## config.mk

```make
export PLATFORM = sky130hd
export DESIGN_NAME = word_feeder
export DESIGN_NICKNAME = d
export VERILOG_FILES = /design/src/rtl/word_feeder.sv
export SDC_FILE = /design/constraint.sdc
export NUM_CORES = 1
export LEC_CHECK = 0
export CELL_PAD_IN_SITES_DETAIL_PLACEMENT = 1
export CELL_PAD_IN_SITES_GLOBAL_PLACEMENT = 2
export CORE_MARGIN = 5
export CORE_UTILIZATION = 40
export CTS_BUF_LIST = sky130_fd_sc_hd__clkbuf_8
export DETAILED_ROUTE_END_ITERATION = 10
export DONT_BUFFER_PORTS = 1
export GPL_TIMING_DRIVEN = 0
export MAX_ROUTING_LAYER = met4
export PLACE_DENSITY = 0.89
export SLEW_MARGIN = 10
export SYNTH_ARGS = -nofsm -noshare
export SYNTH_HDL_FRONTEND = slang
export SYNTH_SLANG_ARGS = --single-unit
```

## constraint.sdc

```tcl
create_clock -name CLK -period 2.7 [get_ports CLK]
set_input_delay 0.54 -clock CLK [delete_from_list [all_inputs] [get_ports CLK]]
set_output_delay 0.54 -clock CLK [all_outputs]
set_load 0.02 [all_outputs]
```

## src/rtl/word_feeder.sv

```systemverilog
// word_feeder: packs bytes little-endian into 32-bit words and queues them in a 2-entry output FIFO.
// Define WORD_FEEDER_FLUSH_EN to add an idle-timeout flush of zero-padded partial words.
module word_feeder #(
  parameter int TIMEOUT = 16
) (
  input  logic        CLK,
  input  logic        RST,
  input  logic [7:0]  BYTE_IN,
  input  logic        BYTE_VALID,
  output logic        BYTE_READY,
  output logic [31:0] WORD_OUT,
  output logic        WORD_VALID,
  input  logic        BUSY,
  output logic [1:0]  LEVEL,
  output logic        WORD_PARTIAL
);
  typedef enum logic [1:0] {FILL0, FILL1, FILL2, FILL3} state_t;
  state_t      r_cnt, w_cnt_n;
  logic [1:0]  r_lvl, w_l;
  logic [23:0] r_asm;
  logic [32:0] r_e0, r_e1, w_new, w_s0, w_s1;
  logic        w_acc, w_pop, w_push, w_flush;
  assign BYTE_READY   = ~RST & ((r_cnt != FILL3) | (r_lvl != 2'd2));
  assign w_acc        = BYTE_VALID & BYTE_READY;
  assign w_pop        = (r_lvl != 2'd0) & ~BUSY;
  assign w_push       = (w_acc & (r_cnt == FILL3)) | w_flush;
  assign w_new        = w_flush ? {1'b1, 8'h00, r_asm} : {1'b0, BYTE_IN, r_asm};
  // Entries beyond the level are kept zero, so a pop simply shifts the tail forward.
  assign w_s0         = w_pop ? r_e1 : r_e0;
  assign w_s1         = w_pop ? 33'h0 : r_e1;
  assign w_l          = r_lvl - {1'b0, w_pop};
  assign WORD_OUT     = r_e0[31:0];
  assign WORD_PARTIAL = r_e0[32];
  assign WORD_VALID   = r_lvl != 2'd0;
  assign LEVEL        = r_lvl;
  always_comb begin
    w_cnt_n = r_cnt;
    if (w_acc) w_cnt_n = state_t'(r_cnt + 2'd1);
    else if (w_flush) w_cnt_n = FILL0;
  end
  always_ff @(posedge CLK or posedge RST) begin
    if (RST) begin
      r_cnt <= FILL0;
      r_asm <= '0;
      r_e0  <= '0;
      r_e1  <= '0;
      r_lvl <= '0;
    end else begin
      r_cnt <= w_cnt_n;
      r_asm <= w_push ? 24'h0 : w_acc ? r_asm | ({16'h0, BYTE_IN} << {r_cnt, 3'b000}) : r_asm;
      r_e0  <= (w_push && w_l == 2'd0) ? w_new : w_s0;
      r_e1  <= (w_push && w_l == 2'd1) ? w_new : w_s1;
      r_lvl <= w_l + {1'b0, w_push};
    end
  end
`ifdef WORD_FEEDER_FLUSH_EN
  logic [7:0] r_tmr;
  logic       w_idle, w_hit;
  assign w_idle  = (r_cnt != FILL0) & ~w_acc;
  assign w_hit   = w_idle & (r_tmr >= 8'(TIMEOUT - 1));
  assign w_flush = w_hit & (r_lvl != 2'd2);
  // A blocked flush holds the timer at its threshold until the buffer has room.
  always_ff @(posedge CLK or posedge RST) begin
    if (RST) r_tmr <= '0;
    else r_tmr <= (~w_idle | w_flush) ? 8'h0 : w_hit ? r_tmr : r_tmr + 8'h1;
  end
`else
  assign w_flush = 1'b0;
`endif
endmodule

```

==> flow_summary_export.csv, run 1 <==
group,metric,value,unit
cts,path_clk_slew,0.09,ns
cts,hold_buffers,0,
logic_synthesis,synth_cell_types,27,
floorplanning,fp.dieW,111.8,µm
logic_synthesis,synth_compound_area_share,7.811,%
logic_synthesis,yosysSeqAreaShare,55.49,%
pwr,power_density,938.6,nW/µm²
floorplanning,start_util,40.55,%
flow_run,drv_cap,0,
pwr,ir_worst_vdd,0.3343,mV
floorplanning,die_h,111.8,µm
logic_synthesis,muxShareOfSynthArea,23.43,%
sta,hold_violations,0,
logic_synthesis,syn_inst,334,
sta,maxSlewHeadroom,61.34,%
sta,final-max-slew-violation-count,0,
pwr,power_leakage,0.002607,µW
drt,dr_total_vias,2533,
sta,fin_setup_tns,0,ns
layout,nFillCells,1089,
floorplanning,design.die.area,12510,µm²
logic_synthesis,synthSimpleGateAreaFrac,5.097,%
logic_synthesis,synth_top_cell_area_share,55.49,%
cts,htreeDepth,3,
hold_path,hp-class,"in2async",
sta,rsz0062_at_grt,"no",
floorplanning,ios,49,
layout,finalNetCount,360,
outcome,status,"completed",
critical_path,critPathLaunchType,"flop",
critical_path,critical_path.max_fanout,19,
global_route,first_global_vias,2839,
pwr,report.power.total,4313,µW
place,dpl_worst_slack,-0.2437,ns
sta,fin_skew,0.01043,ns
cts,cts_tree,"done",
cts,cts_buffers,9,
drt,wl,9.293,mm
place,port_buffers,0,
critical_path,critPathKind,"reg2reg",
drt,wl_per_cell,19.04,µm
logic_synthesis,synth_largest_area_cell,"dfrtp_1",
drt,drc,0,
logic_synthesis,ys_ff_latch,92,
cts,clk_latency,0.36,ns
drt,viasPerCell,5.191,
global_route,track_usage,16.31,%
layout,area_delta_synth_final,10.77,%
global_route,grt_max_degree,40,
sta,max_freq,0.3953,GHz
logic_synthesis,synth-xor-area-share,0.6333,%
cts,cts-root-buf,"clkbuf_8",
logic_synthesis,synth_top_family_by_area,"multiplexers",
sta,finalCriticalPeriod,2.529,ns
sta,whs,0.1008,ns
layout,layout-drive-gt1-share,11.40,%
global_route,antenna_found_initial,1,
critical_path,cp.arrival,2.81,ns
sta,setup-violations-final,0,
critical_path,cp.required,2.98,ns
sta,fin_ws,0.1706,ns
logic_synthesis,synthesis.area,4149,µm²
logic_synthesis,ys_warn_count,0,
cts,cts.sinks,92,
drt,drtIter0Drc,92,
sta,period_share,93.68,%
floorplanning,std_cell_rows,37,
drt,ant_nets,0,
cts,cts_buffer_depth,2,
logic_synthesis,avgSynthCellArea,12.42,µm²
critical_path,cp-end-kind,"flop",
logic_synthesis,synthTopCellsByArea,"dfrtp_1, mux2i_1, o2bb2ai_1",
drt,drt-pass1-iter-count,4,
layout,multiInputGateArea,1563,µm²
logic_synthesis,synthAdderAreaFrac,0.6031,%
global_route,grt_pass1_wl,15.55,mm
place,dpl.hpwl,6.629,mm
floorplanning,core_area,10230,µm²
logic_synthesis,syn-num-nets,348,
sta,worst_pin_slew,0.5787,ns
place,gp_congestion,0.7224,
layout,ff_latch_area,2302,µm²
global_route,grt_overflow,0,
-- routing by layer --
| layer | wire [µm] | track usage, % | share of wire (%) | vias up |
|---|---|---|---|---|
| met3 | 389 | 3.315 | 4.2 | 11 |
| met5 | 0 | - | 0 | - |
| met1 | 4020 | 19.76 | 43 | 1320 |
| met4 | 154 | 7.137 | 1.7 | 0 |
| met2 | 4729 | 26.42 | 51 | 41 |
| li1 | - | - | - | 1161 |
-- critical path: stages (launching register included) --
cell and delay (ns):
dfrtp_1 0.47, buf_6 0.18, o21bai_2 0.12, buf_4 0.29
inv_1 0.08, ha_1 0.23, and3_4 0.22, o2111ai_4 0.36
buf_6 0.24, mux2i_1 0.23
-- area by class of cell --
type | instances | share of cell area [%]
Antenna cell | 1 | 0.05445
Buffer | 19 | 3.158
Clock buffer | 11 | 3.294
Clock inverter | 5 | 1.797
Inverter | 36 | 3.022
Multi-Input combinational cell | 186 | 34.00
Sequential cell | 92 | 50.10
Tap cell | 136 | 3.703
Timing Repair Buffer | 2 | 0.8712
-- Yosys cell counts (all sizes together) --
library cell,n
o2111ai,2
o21ai,9
nor2b,2
mux2i,96
nand3b,2
clkbuf,5
and3,1
o2bb2ai,24
nand2,33
buf,15
or2,1
o21bai,1
inv,36
nand4b,2
ha,2
dfrtp,92
nor3,1
mux2,1
nor2,2
conb,1
a21oi,1
nand3,2
xnor2,3
-- per-stage QoR --
stage | util (%) | cell area [µm²] | instances
floorplan | - | 4153 | 334
global placement | 42.25 | 4323 | 470
detailed placement | 42.64 | 4363 | 472
CTS | 44.89 | 4593 | 487
global route | 44.92 | 4596 | 488
finish | 44.92 | 4596 | 488
-- logic make-up (layout without fill, tap and decap cells) --
kind of cell               Yosys count  after routing
adders and majority gates            2              2
buffers and inverters               56             73
DFF                                 92             92
muxes                               97             97
AOI/OAI and AO/OA                   37             37
xor gates and xnor gates             3              3
other                                1              2
and+or+nand+nor                     46             46
-- placed cells by master (no fill, tap or decap), types with 5 or more instances in the layout --
cell type   n
mux2i_1    96
nand2_1    33
dfrtp_1    92
buf_6       7
o21ai_1     9
clkbuf_8   11
o2bb2ai_1  24
buf_2       5
inv_1      35
-- path summary, 6_finish.rpt --
check / to / from / depth (start not counted) / slack (ns)
max in group asynchronous: r_asm[4]$_DFFE_PP0P_ / RST / 2 / 2.02
min in group CLK: r_e0[28]$_DFFE_PP0P_ / BYTE_IN[4] / 2 / 0.32
min: r_e0[24]$_DFFE_PP0P_ / RST / 1 / 0.10
max: r_e1[26]$_DFFE_PP0P_ / LEVEL[1]$_DFF_PP0_ / 9 / 0.17
max reg2reg: r_e1[26]$_DFFE_PP0P_ / LEVEL[1]$_DFF_PP0_ / 9 / 0.17
min reg2reg: r_asm[22]$_DFFE_PP0P_ / r_asm[22]$_DFFE_PP0P_ / 1 / 0.50
-- repair_timing --
action                     4_1_cts  5_1_grt
setup endpoints to repair       62        0
hold endpoints to repair         0        0
resized for setup                0        0
setup buffers                    0        0
-- power breakdown --
part	switching, µW	internal, µW	total, µW
Clock	491	576	1070
Sequential	393	1720	2110
Combinational	654	482	1140
-- registers in the layout (all words and copies together) (netlist names) --
signal,cells
r_cnt,2
r_e1,32
LEVEL,2
r_asm,24
r_e0,32
(Power assumes the default switching activity.)
==> run 2: changes to the inputs <==
Settings changed: CTS_CLUSTER_SIZE set to 24.
==> results of run 2 <==
No change in the layout: final DEF, timing and power equal those of run 1.
